==> config.mk <==
export PLATFORM = sky130hd
export DESIGN_NAME = text_writer_flat
export DESIGN_NICKNAME = d
export VERILOG_FILES = /design/src/rtl/text_writer_pkg.sv /design/src/rtl/text_writer_if.sv /design/src/rtl/text_writer.sv /design/src/flat_wrapper.sv
export SDC_FILE = /design/constraint.sdc
export NUM_CORES = 1
export LEC_CHECK = 0
export ABC_CLOCK_PERIOD_IN_PS = 2810
export CAP_MARGIN = 15
export CELL_PAD_IN_SITES_DETAIL_PLACEMENT = 1
export CELL_PAD_IN_SITES_GLOBAL_PLACEMENT = 2
export CORE_AREA = 2 2 115 106
export DETAILED_ROUTE_END_ITERATION = 10
export DIE_AREA = 0 0 117 108
export GPL_ROUTABILITY_DRIVEN = 0
export PLACE_DENSITY_LB_ADDON = 0.1
export SLEW_MARGIN = 0
export SYNTH_ARGS = -nofsm -noshare
export SYNTH_HDL_FRONTEND = slang
export SYNTH_SLANG_ARGS = --single-unit
==> constraint.sdc <==
create_clock -name clk -period 2.81 [get_ports clk]
set_input_delay 0.562 -clock clk [delete_from_list [all_inputs] [get_ports clk]]
set_output_delay 0.562 -clock clk [all_outputs]
set_load 0.005 [all_outputs]
==> src/rtl/text_writer_pkg.sv <==
// Shared constants for the text-mode character writer: control codes,
// printable range and FSM state encodings.
package text_writer_pkg;

   localparam logic [7:0] CHAR_BS  = 8'h08;
   localparam logic [7:0] CHAR_LF  = 8'h0A;
   localparam logic [7:0] CHAR_FF  = 8'h0C;
   localparam logic [7:0] CHAR_CR  = 8'h0D;

   localparam logic [7:0] PRINT_LO = 8'h20;
   localparam logic [7:0] PRINT_HI = 8'h7E;

   typedef enum logic [1:0] {
      S_CLR_ALL  = 2'd0,
      S_IDLE     = 2'd1,
      S_CLR_LINE = 2'd2
   } state_t;

   function automatic logic is_printable(input logic [7:0] c);
      return (c >= PRINT_LO) && (c <= PRINT_HI);
   endfunction

endpackage

==> src/rtl/text_writer_if.sv <==
// Byte-stream input, character-RAM write port and cursor position of the
// text writer, bundled for connection between source/RAM side and block.
interface text_writer_if #(
   parameter int ADDR_WIDTH = 11,
   parameter int COLS       = 40,
   parameter int ROWS       = 30
) ();

   logic                       in_valid;
   logic [7:0]                 in_data;
   logic                       in_ready;
   logic                       write_en;
   logic [ADDR_WIDTH-1:0]      waddr;
   logic [7:0]                 din;
   logic [$clog2(COLS)-1:0]    cur_col;
   logic [$clog2(ROWS)-1:0]    cur_row;

   modport master (
      output in_valid, in_data,
      input  in_ready, write_en, waddr, din, cur_col, cur_row
   );

   modport slave (
      input  in_valid, in_data,
      output in_ready, write_en, waddr, din, cur_col, cur_row
   );

endinterface

==> src/rtl/text_writer.sv <==
// Character-terminal front end: consumes ASCII bytes and fills the text
// buffer RAM one write per cycle, tracking the cursor without a multiplier.
module text_writer
   import text_writer_pkg::*;
#(
   parameter int         ADDR_WIDTH = 11,
   parameter int         COLS       = 40,
   parameter int         ROWS       = 30,
   parameter logic [7:0] BLANK      = 8'h20
) (
   input  logic           clk,
   input  logic           rstn,
   text_writer_if.slave   bus
);

   localparam int CW    = $clog2(COLS);
   localparam int RW    = $clog2(ROWS);
   localparam int TOTAL = COLS * ROWS;
   localparam int NW    = $clog2(TOTAL + 1);

   state_t                 r_state, w_state_nxt;
   logic [NW-1:0]          r_cnt, w_cnt_nxt;
   logic [CW-1:0]          r_col, w_col_nxt;
   logic [RW-1:0]          r_row, w_row_nxt;
   logic [ADDR_WIDTH-1:0]  r_lbase, w_lbase_nxt;
   logic                   r_we, w_we_nxt;
   logic [ADDR_WIDTH-1:0]  r_waddr, w_waddr_nxt;
   logic [7:0]             r_din, w_din_nxt;
   logic                   r_ready, w_ready_nxt;

   logic                   w_accept;
   logic                   w_print;
   logic                   w_newline;
   logic                   w_last_row;
   logic [RW-1:0]          w_row_adv;
   logic [ADDR_WIDTH-1:0]  w_lbase_adv;
   logic [ADDR_WIDTH-1:0]  w_cur_addr;

   assign w_accept    = bus.in_valid & r_ready & (r_state == S_IDLE);
   assign w_print     = is_printable(bus.in_data);
   // A printable byte in the last column wraps exactly like a line feed.
   assign w_newline   = (bus.in_data == CHAR_LF) |
                        (w_print & (r_col == CW'(COLS - 1)));
   assign w_last_row  = (r_row == RW'(ROWS - 1));
   assign w_row_adv   = w_last_row ? '0 : r_row + RW'(1);
   assign w_lbase_adv = w_last_row ? '0 : r_lbase + ADDR_WIDTH'(COLS);
   assign w_cur_addr  = r_lbase + ADDR_WIDTH'(r_col);

   always_ff @(posedge clk or negedge rstn) begin
      if (!rstn) begin
         r_state <= S_CLR_ALL;
         r_cnt   <= '0;
         r_col   <= '0;
         r_row   <= '0;
         r_lbase <= '0;
         r_we    <= 1'b0;
         r_waddr <= '0;
         r_din   <= '0;
         r_ready <= 1'b0;
      end else begin
         r_state <= w_state_nxt;
         r_cnt   <= w_cnt_nxt;
         r_col   <= w_col_nxt;
         r_row   <= w_row_nxt;
         r_lbase <= w_lbase_nxt;
         r_we    <= w_we_nxt;
         r_waddr <= w_waddr_nxt;
         r_din   <= w_din_nxt;
         r_ready <= w_ready_nxt;
      end
   end

   always_comb begin
      w_state_nxt = r_state;
      w_cnt_nxt   = r_cnt;
      w_col_nxt   = r_col;
      w_row_nxt   = r_row;
      w_lbase_nxt = r_lbase;
      case (r_state)
         S_CLR_ALL: begin
            // Counter reaching TOTAL is the idle turnaround cycle after the last write.
            if (r_cnt == NW'(TOTAL)) begin
               w_state_nxt = S_IDLE;
               w_cnt_nxt   = '0;
               w_col_nxt   = '0;
               w_row_nxt   = '0;
               w_lbase_nxt = '0;
            end else begin
               w_cnt_nxt = r_cnt + NW'(1);
            end
         end
         S_IDLE: begin
            if (w_accept) begin
               if (w_newline) begin
                  w_col_nxt   = '0;
                  w_row_nxt   = w_row_adv;
                  w_lbase_nxt = w_lbase_adv;
                  w_cnt_nxt   = '0;
                  w_state_nxt = S_CLR_LINE;
               end else if (w_print) begin
                  w_col_nxt = r_col + CW'(1);
               end else if (bus.in_data == CHAR_CR) begin
                  w_col_nxt = '0;
               end else if (bus.in_data == CHAR_BS) begin
                  if (r_col != '0) w_col_nxt = r_col - CW'(1);
               end else if (bus.in_data == CHAR_FF) begin
                  w_cnt_nxt   = '0;
                  w_state_nxt = S_CLR_ALL;
               end
            end
         end
         S_CLR_LINE: begin
            if (r_cnt == NW'(COLS)) begin
               w_state_nxt = S_IDLE;
               w_cnt_nxt   = '0;
            end else begin
               w_cnt_nxt = r_cnt + NW'(1);
            end
         end
         default: begin
            w_state_nxt = S_CLR_ALL;
            w_cnt_nxt   = '0;
         end
      endcase
   end

   always_comb begin
      w_we_nxt    = 1'b0;
      w_waddr_nxt = r_waddr;
      w_din_nxt   = r_din;
      w_ready_nxt = (w_state_nxt == S_IDLE);
      case (r_state)
         S_CLR_ALL: begin
            if (r_cnt != NW'(TOTAL)) begin
               w_we_nxt    = 1'b1;
               w_waddr_nxt = ADDR_WIDTH'(r_cnt);
               w_din_nxt   = BLANK;
            end
         end
         S_IDLE: begin
            if (w_accept) begin
               if (w_print) begin
                  w_we_nxt    = 1'b1;
                  w_waddr_nxt = w_cur_addr;
                  w_din_nxt   = bus.in_data;
               end else if ((bus.in_data == CHAR_BS) && (r_col != '0)) begin
                  w_we_nxt    = 1'b1;
                  w_waddr_nxt = w_cur_addr - ADDR_WIDTH'(1);
                  w_din_nxt   = BLANK;
               end
            end
         end
         S_CLR_LINE: begin
            if (r_cnt != NW'(COLS)) begin
               w_we_nxt    = 1'b1;
               w_waddr_nxt = r_lbase + ADDR_WIDTH'(r_cnt);
               w_din_nxt   = BLANK;
            end
         end
         default: ;
      endcase
   end

   assign bus.in_ready = r_ready;
   assign bus.write_en = r_we;
   assign bus.waddr    = r_waddr;
   assign bus.din      = r_din;
   assign bus.cur_col  = r_col;
   assign bus.cur_row  = r_row;

endmodule

==> src/flat_wrapper.sv <==
// flat-port wrapper written by rule: the top's interface ports become plain ports
module text_writer_flat import text_writer_pkg::*;
#(
   parameter int         ADDR_WIDTH = 11,
   parameter int         COLS       = 40,
   parameter int         ROWS       = 30,
   parameter logic [7:0] BLANK      = 8'h20
)
  (clk, rstn, bus_in_valid, bus_in_data, bus_in_ready, bus_write_en, bus_waddr, bus_din, bus_cur_col, bus_cur_row);
  text_writer_if #(.ADDR_WIDTH(ADDR_WIDTH), .COLS(COLS), .ROWS(ROWS)) bus_i ();
  input  logic clk;
  input  logic rstn;
  input wire logic [$bits(bus_i.in_valid)-1:0] bus_in_valid;
  input wire logic [$bits(bus_i.in_data)-1:0] bus_in_data;
  output wire logic [$bits(bus_i.in_ready)-1:0] bus_in_ready;
  output wire logic [$bits(bus_i.write_en)-1:0] bus_write_en;
  output wire logic [$bits(bus_i.waddr)-1:0] bus_waddr;
  output wire logic [$bits(bus_i.din)-1:0] bus_din;
  output wire logic [$bits(bus_i.cur_col)-1:0] bus_cur_col;
  output wire logic [$bits(bus_i.cur_row)-1:0] bus_cur_row;
  assign bus_i.in_valid = bus_in_valid;
  assign bus_i.in_data = bus_in_data;
  assign bus_in_ready = bus_i.in_ready;
  assign bus_write_en = bus_i.write_en;
  assign bus_waddr = bus_i.waddr;
  assign bus_din = bus_i.din;
  assign bus_cur_col = bus_i.cur_col;
  assign bus_cur_row = bus_i.cur_row;
  text_writer #(.ADDR_WIDTH(ADDR_WIDTH), .COLS(COLS), .ROWS(ROWS), .BLANK(BLANK)) u_core (.clk(clk), .rstn(rstn), .bus(bus_i));
endmodule
**Yosys cells after proc, flatten, opt, wreduce, memory -nomap -nowiden**

Index checks and enable logic that the tools add are counted.

- Register bits after elaboration: 56
- Input bits: 11
- Output and inout port bits: 32
- Logic and storage cells: 112

- Add/sub/neg operators: 8
- Magnitude comparators: 2
- Equality and inequality tests: 25
- Muxes and demuxes: 54
- Bitwise gates (word level): 4
- Reductions and logical operators: 10

Operators by type and width:

| operator | number |
|---|---|
| 11-bit 2-to-1 mux | 17 |
| 11-bit case mux with 3 select lines | 2 |
| 6-bit 2-to-1 mux | 7 |
| 8-bit 2-to-1 mux | 5 |
| 8-bit by 4-bit == test with 1-bit output, second input constant | 4 |
| 8-bit case mux with 3 select lines | 1 |
| 11-bit case mux with 2 select lines | 1 |
| 5-bit 2-to-1 mux | 4 |
| 2-bit 2-to-1 mux | 8 |
| 5-bit AND reduction | 3 |
| 3-bit by 2-bit != test with 1-bit output, second input constant | 4 |
| 6-bit case mux with 2 select lines | 1 |
| 11-bit by 1-bit adder with 11-bit output, second input constant | 1 |
| 11-bit adder | 1 |
| 11-bit by 6-bit adder with 11-bit output | 1 |
| 11-bit by 6-bit adder with 11-bit output, second input constant | 1 |
| 11-bit == test, second input constant | 1 |
| 11-bit by 6-bit == test with 1-bit output, second input constant | 1 |
| 11-bit != test, second input constant | 1 |
| 11-bit by 6-bit != test with 1-bit output, second input constant | 1 |
| 11-bit by 1-bit subtractor with 11-bit output, second input constant | 1 |
| 2-bit by 1-bit != test with 1-bit output, second input constant | 5 |
| 5-bit by 3-bit != test with 1-bit output, second input constant | 2 |
| 5-bit case mux with 2 select lines | 1 |
| 21 further kinds | 29 |

**Logic depth before layout (Yosys ltp)**

- Depth after elaboration: 9
- Mapped depth: 10
- Mapped depth without buffers: 9

**Worst setup path after synthesis**

Ideal clock, no wire load.

- Path kind: flip-flop to flip-flop
- From: reg u_core.r_col[4], in the netlist u_core.bus.cur_col[4]
- To: reg u_core.r_waddr[10], in the netlist u_core.bus.waddr[10]
- Library setup time: 0.130 ns
- Arrival time: 2.247 ns
- Slack: 0.432 ns
- Stages on the path, launching flop included: 9
- Buffers on the path: 0
- Clock period less this slack: 2.378 ns
- Cell sequence: dfrtp_1 -> ha_1 -> a211oi_2 -> nor2_1 -> nor4b_1 -> o21ai_1 -> o211a_1 -> a2111oi_2 -> o31ai_1

- Word-level cells in the longest chain between the ends: 6
- Elaborated cells on any way between the ends: 10
- Classes of those cells: add/sub (2); eq/ne (1); mux (4); reduce/logical (3)

RTL lines:

| item | line | text |
|---|---|---|
| start, declared | text_writer.sv:23 | `logic [CW-1:0] r_col, w_col_nxt;` |
| start signal, assigned | text_writer.sv:63 | `r_col <= w_col_nxt;` |
| 11-bit by 6-bit adder with 11-bit output | text_writer.sv:47 | `assign w_cur_addr = r_lbase + ADDR_WIDTH'(r_col);` |
| 11-bit by 1-bit subtractor with 11-bit output | text_writer.sv:148 | `w_waddr_nxt = w_cur_addr - ADDR_WIDTH'(1);` |
| 11-bit 2-to-1 mux | text_writer.sv:146 | `end else if ((bus.in_data == CHAR_BS) && (r_col != '0)) begin` |
| 11-bit 2-to-1 mux | text_writer.sv:142 | `if (w_print) begin` |
| 11-bit 2-to-1 mux | text_writer.sv:141 | `if (w_accept) begin` |
| 11-bit case mux with 3 select lines | text_writer.sv:132 | `case (r_state)` |
| end signal, assigned | text_writer.sv:67 | `r_waddr <= w_waddr_nxt;` |
| end, declared | text_writer.sv:27 | `logic [ADDR_WIDTH-1:0] r_waddr, w_waddr_nxt;` |

Parallel ways exist; a longest one is shown, timed or not. The select of a mux whose other input is x is not followed.
A chain may end at the register's enable or synchronous reset.

**Worst setup path after layout**

- From: in bus_in_data[4]
- To: reg u_core.r_ready, in the netlist u_core.bus.in_ready

- Word-level cells in the longest chain between the ends: 9
- Elaborated cells on any way between the ends: 17
- Classes of those cells: order compare (2); eq/ne (5); mux (7); bitwise (2); reduce/logical (1)

RTL lines:

| item | line | text |
|---|---|---|
| start, declared | flat_wrapper.sv:14 | `input wire logic [$bits(bus_i.in_data)-1:0] bus_in_data;` |
| branches (longest 5 deep; another with 8-bit by 6-bit >= comparator with 1-bit output) | n/a |  |
| 2-bit 2-to-1 mux (*) | text_writer.sv:94 | `if (w_newline) begin` |
| 2-bit 2-to-1 mux (*) | text_writer.sv:93 | `if (w_accept) begin` |
| 2-bit case mux with 3 select lines (*) | text_writer.sv:79 | `case (r_state)` |
| 2-bit by 1-bit == test with 1-bit output (*) | text_writer.sv:131 | `w_ready_nxt = (w_state_nxt == S_IDLE);` |
| via u_core.w_ready_nxt | text_writer.sv:29 | `logic r_ready, w_ready_nxt;` |
| end signal, assigned | text_writer.sv:69 | `r_ready <= w_ready_nxt;` |
| end, declared | text_writer.sv:29 |  |

Mark *: on every way through the listed nets, which the timed path passes.

==> parameters.txt <==
Parameter                              Value

Outcome
  Outcome    finished clean

Clock tree
  Clock Sink Count    53
  Count of hold buffers inserted by post-cts repair    0
  Clock latency reported for the late side of the worst-skew pair    310 ps
  Root Buffer Master    clkbuf_16
  Number of buffers created by CTS    5
  CTS HTree Levels    2
  Clock transition time at the flip-flop clock pins of the worst setup and hold paths    80 ps
  TritonCTS clock tree    built
  Buffer depth of the longest clock path    2

Yosys
  Post-synthesis area per instance    8.45 um2
  Yosys warning total    0
  Most used DFF post-synth    dfrtp_1
  Dominant cells by area after synthesis    dfrtp_1 35%, ha_1 8.2%, nand2_1 6.8%
  Number of synthesized flops with an enable pin    0
  Number of different library cells in the post-synthesis netlist    62
  Number of storage elements in the synthesis netlist    53
  Cells after synthesis    449
  Most numerous cell in the Yosys netlist    nand2_1
  Dominant cell type by area after synthesis    dfrtp_1
  Sequential element share of the synthesized area    35.0%
  Asr flop ratio synth    100%
  Top post-synthesis cells by count    69 x nand2_1, 53 x dfrtp_1, 51 x o21ai_0, 37 x nor2_1, 25 x ha_1
  Fraction of synthesized cell area taken by the top area cell type    35.0%
  Post-synthesis cell area    3790 um2
  Post-Synthesis Net Count    485

Job
  Max-capacitance violation count    0

Floorplanning
  Initial core utilization    33.4%
  Standard-cell row count    37
  Horiz. Die Dim    117 um
  Die footprint    12600 um2
  Die height    108 um
  Area of the core    11300 um2
  I/O pin count    43

Critical path
  WP data arrival    2790 ps
  Type of origin of the critical path    input pin
  Maximum net fanout on the critical path    7
  Start-to-end type of the worst setup path    in -> reg
  Crit-path leading delay family    compound AO/OA/AOI/OAI gates
  Required arrival time at the worst endpoint    3000 ps
  Max stage delay on crit path    440 ps
  Critical path's slowest cell    clkdlybuf4s50_1
  Crit. End Element    register
  Total buffers and inverters traversed by the critical path    3
  Critical path, cell by cell    clkdlybuf4s50_1 > nor4_1 > buf_4 > nand2b_1 > o41ai_2 > buf_4 > a31oi_1 > o32ai_2 > o21a_1 > nor3b_1
  Most numerous cell on the critical path    buf_4

Global routing
  Congestion Overflow GR    0
  Pin count of the biggest net entering global routing    29
  Total routing usage reported by global routing    21.2%
  Number of global-route vias before repair    3749
  Initial antenna violation count    0
  First-pass GRT wire length    20500 um

Finish
  Fill count    1337
  Final antenna diode count    0
  Footprint of the flip-flops and latches    1330 um2
  Final-stage net count    564
  Area overhead of the layout relative to synthesis    28.8%
  Share of cells above drive strength 1    14.2%
  Core Util, Final    43.1%
  Area taken by multi-input logic gates    2350 um2

Power
  Pwr Density    777 nW/um2
  Clock share of power    17.6%
  Leakage    2.10 nW
  Total net switching power    1.62 mW
  Part of the total power dissipated in combinational logic    52.6%
  Sw Share    42.6%
  Sequential power share    29.8%
  Worst voltage drop across the vdd grid    0.258 mV
  Int Pwr    2.18 mW

Route
  Avg WL per Cell    18.2 um
  DRC viols    0
  Detailed-route wire length    12400 um
  Vias per inst    5.33
  Total number of vias    3654
  First-pass iteration count of the detailed router    4
  Post-route antenna net violation count    0
  First DRT Iteration DRCs    145

Timing
  Final-layout worst hold slack    285 ps
  RSZ-0062 raised after global routing    false
  Remaining max-slew budget at the tightest pin    51.4%
  Final-report setup violation count    0
  Crit path time final    2600 ps
  Count of final max-slew check failures    0
  Final hold violation count    0
  Final period util    92.4%
  Largest clock skew in the final design    7.36 ps
  Fmax    385 MHz
  Least-Margin Pin Slew    726 ps

Place
  Count of input and output buffers    42
  HPWL reported at the end of detailed placement    9510 um

Hold path
  Type of the most critical hold path    in -> async
## stage by stage
step                power, mW  TNS [ps]  instances  worst slack [ps]  cell area (um2)
finish                   3.79         0        685               214             4890
global route             4.12         0        685              13.3             4890
CTS                      3.84         0        683               166             4850
detailed placement       3.14     -2900        675              -154             4690
global placement         3.10     -1080        675             -92.4             4690
floorplan                2.23         0        449               432             3790
## final timing paths
kind,to,depth (start not counted),startpoint,slack [ps]
worst min-delay path,u_core.bus.din[7]$_DFFE_PN0P_,1,rstn,280
max in group asynchronous,u_core.r_cnt[8]$_DFFE_PN0P_,2,rstn,1920
worst min register to register,u_core.bus.waddr[6]$_DFFE_PN0P_,1,u_core.bus.waddr[6]$_DFFE_PN0P_,490
worst max register to register,u_core.bus.waddr[10]$_DFFE_PN0P_,8,u_core.bus.cur_col[4]$_DFFE_PN0P_,230
worst max-delay path,u_core.bus.in_ready$_DFF_PN0_,10,bus_in_data[4],210
min in group clk,u_core.bus.waddr[6]$_DFFE_PN0P_,1,u_core.bus.waddr[6]$_DFFE_PN0P_,490
## cell type report
class / instances / share of cell area [%]
multi-input combinational: 363 / 48.0
sequential: 53 / 27.1
timing repair buffer: 92 / 16.7
tap: 156 / 3.99
clock buffer: 5 / 2.56
inverter: 13 / 0.999
clock inverter: 3 / 0.589
## power by group through the flow
stage	clock, mW	combinational [mW]	sequential, mW
6_report	0.669	1.99	1.13
5_1_grt	0.729	2.23	1.16
4_1_cts	0.692	2.01	1.14
3_5_place_dp	0	1.99	1.15
3_3_place_gp	0	1.96	1.14
2_1_floorplan	0	1.09	1.13
## cells in the final DEF, fill, tap and decap left out, drive strengths merged, types with 3 or more instances in the layout
cell           count
nand2             69
o21ai             61
dfrtp             53
buf               51
clkdlybuf4s50     41
nor2              37
ha                25
o31ai             16
inv               14
and3              13
nand3             12
xnor2             12
xor2              11
a21oi             11
a211oi             8
nor3               7
nand4              6
clkbuf             5
nand2b             5
nor4               5
a31oi              4
a21o               4
o41ai              4
mux2               3
or4                3
nor3b              3
nor2b              3
a22oi              3
o22ai              3
## logic make-up after synthesis
| kind of cell | share of synthesized area, % |
|---|---|
| AOI/OAI and AO/OA | 24.2 |
| other | 0.0989 |
| DFF | 35.0 |
| adders and majority gates | 8.25 |
| and+or+nand+nor | 22.3 |
| xor gates and xnor gates | 5.31 |
| buffers and inverters | 3.76 |
| muxes | 1.15 |
## timing repair
item	CTS	global route
setup endpoints to repair	0	6
gates resized for setup	0	3
endpoints found under the hold margin	0	0
buffers inserted	0	2
## per-layer routing
layer / GRT usage, % / routed length [um]
met1: 31.0 / 6230
met2: 33.2 / 5670
met3: 2.91 / 383
met4: 4.96 / 155
met5: 0 / 0
## sequential cells by signal (all words and copies together) (netlist names)
name / cells
u_core.bus.cur_row: 5
u_core.r_lbase: 8
u_core.bus.write_en: 1
u_core.bus.cur_col: 6
u_core.bus.in_ready: 1
u_core.r_cnt: 11
u_core.bus.din: 8
u_core.r_state: 2
u_core.bus.waddr: 11
(Power assumes the default switching activity.)
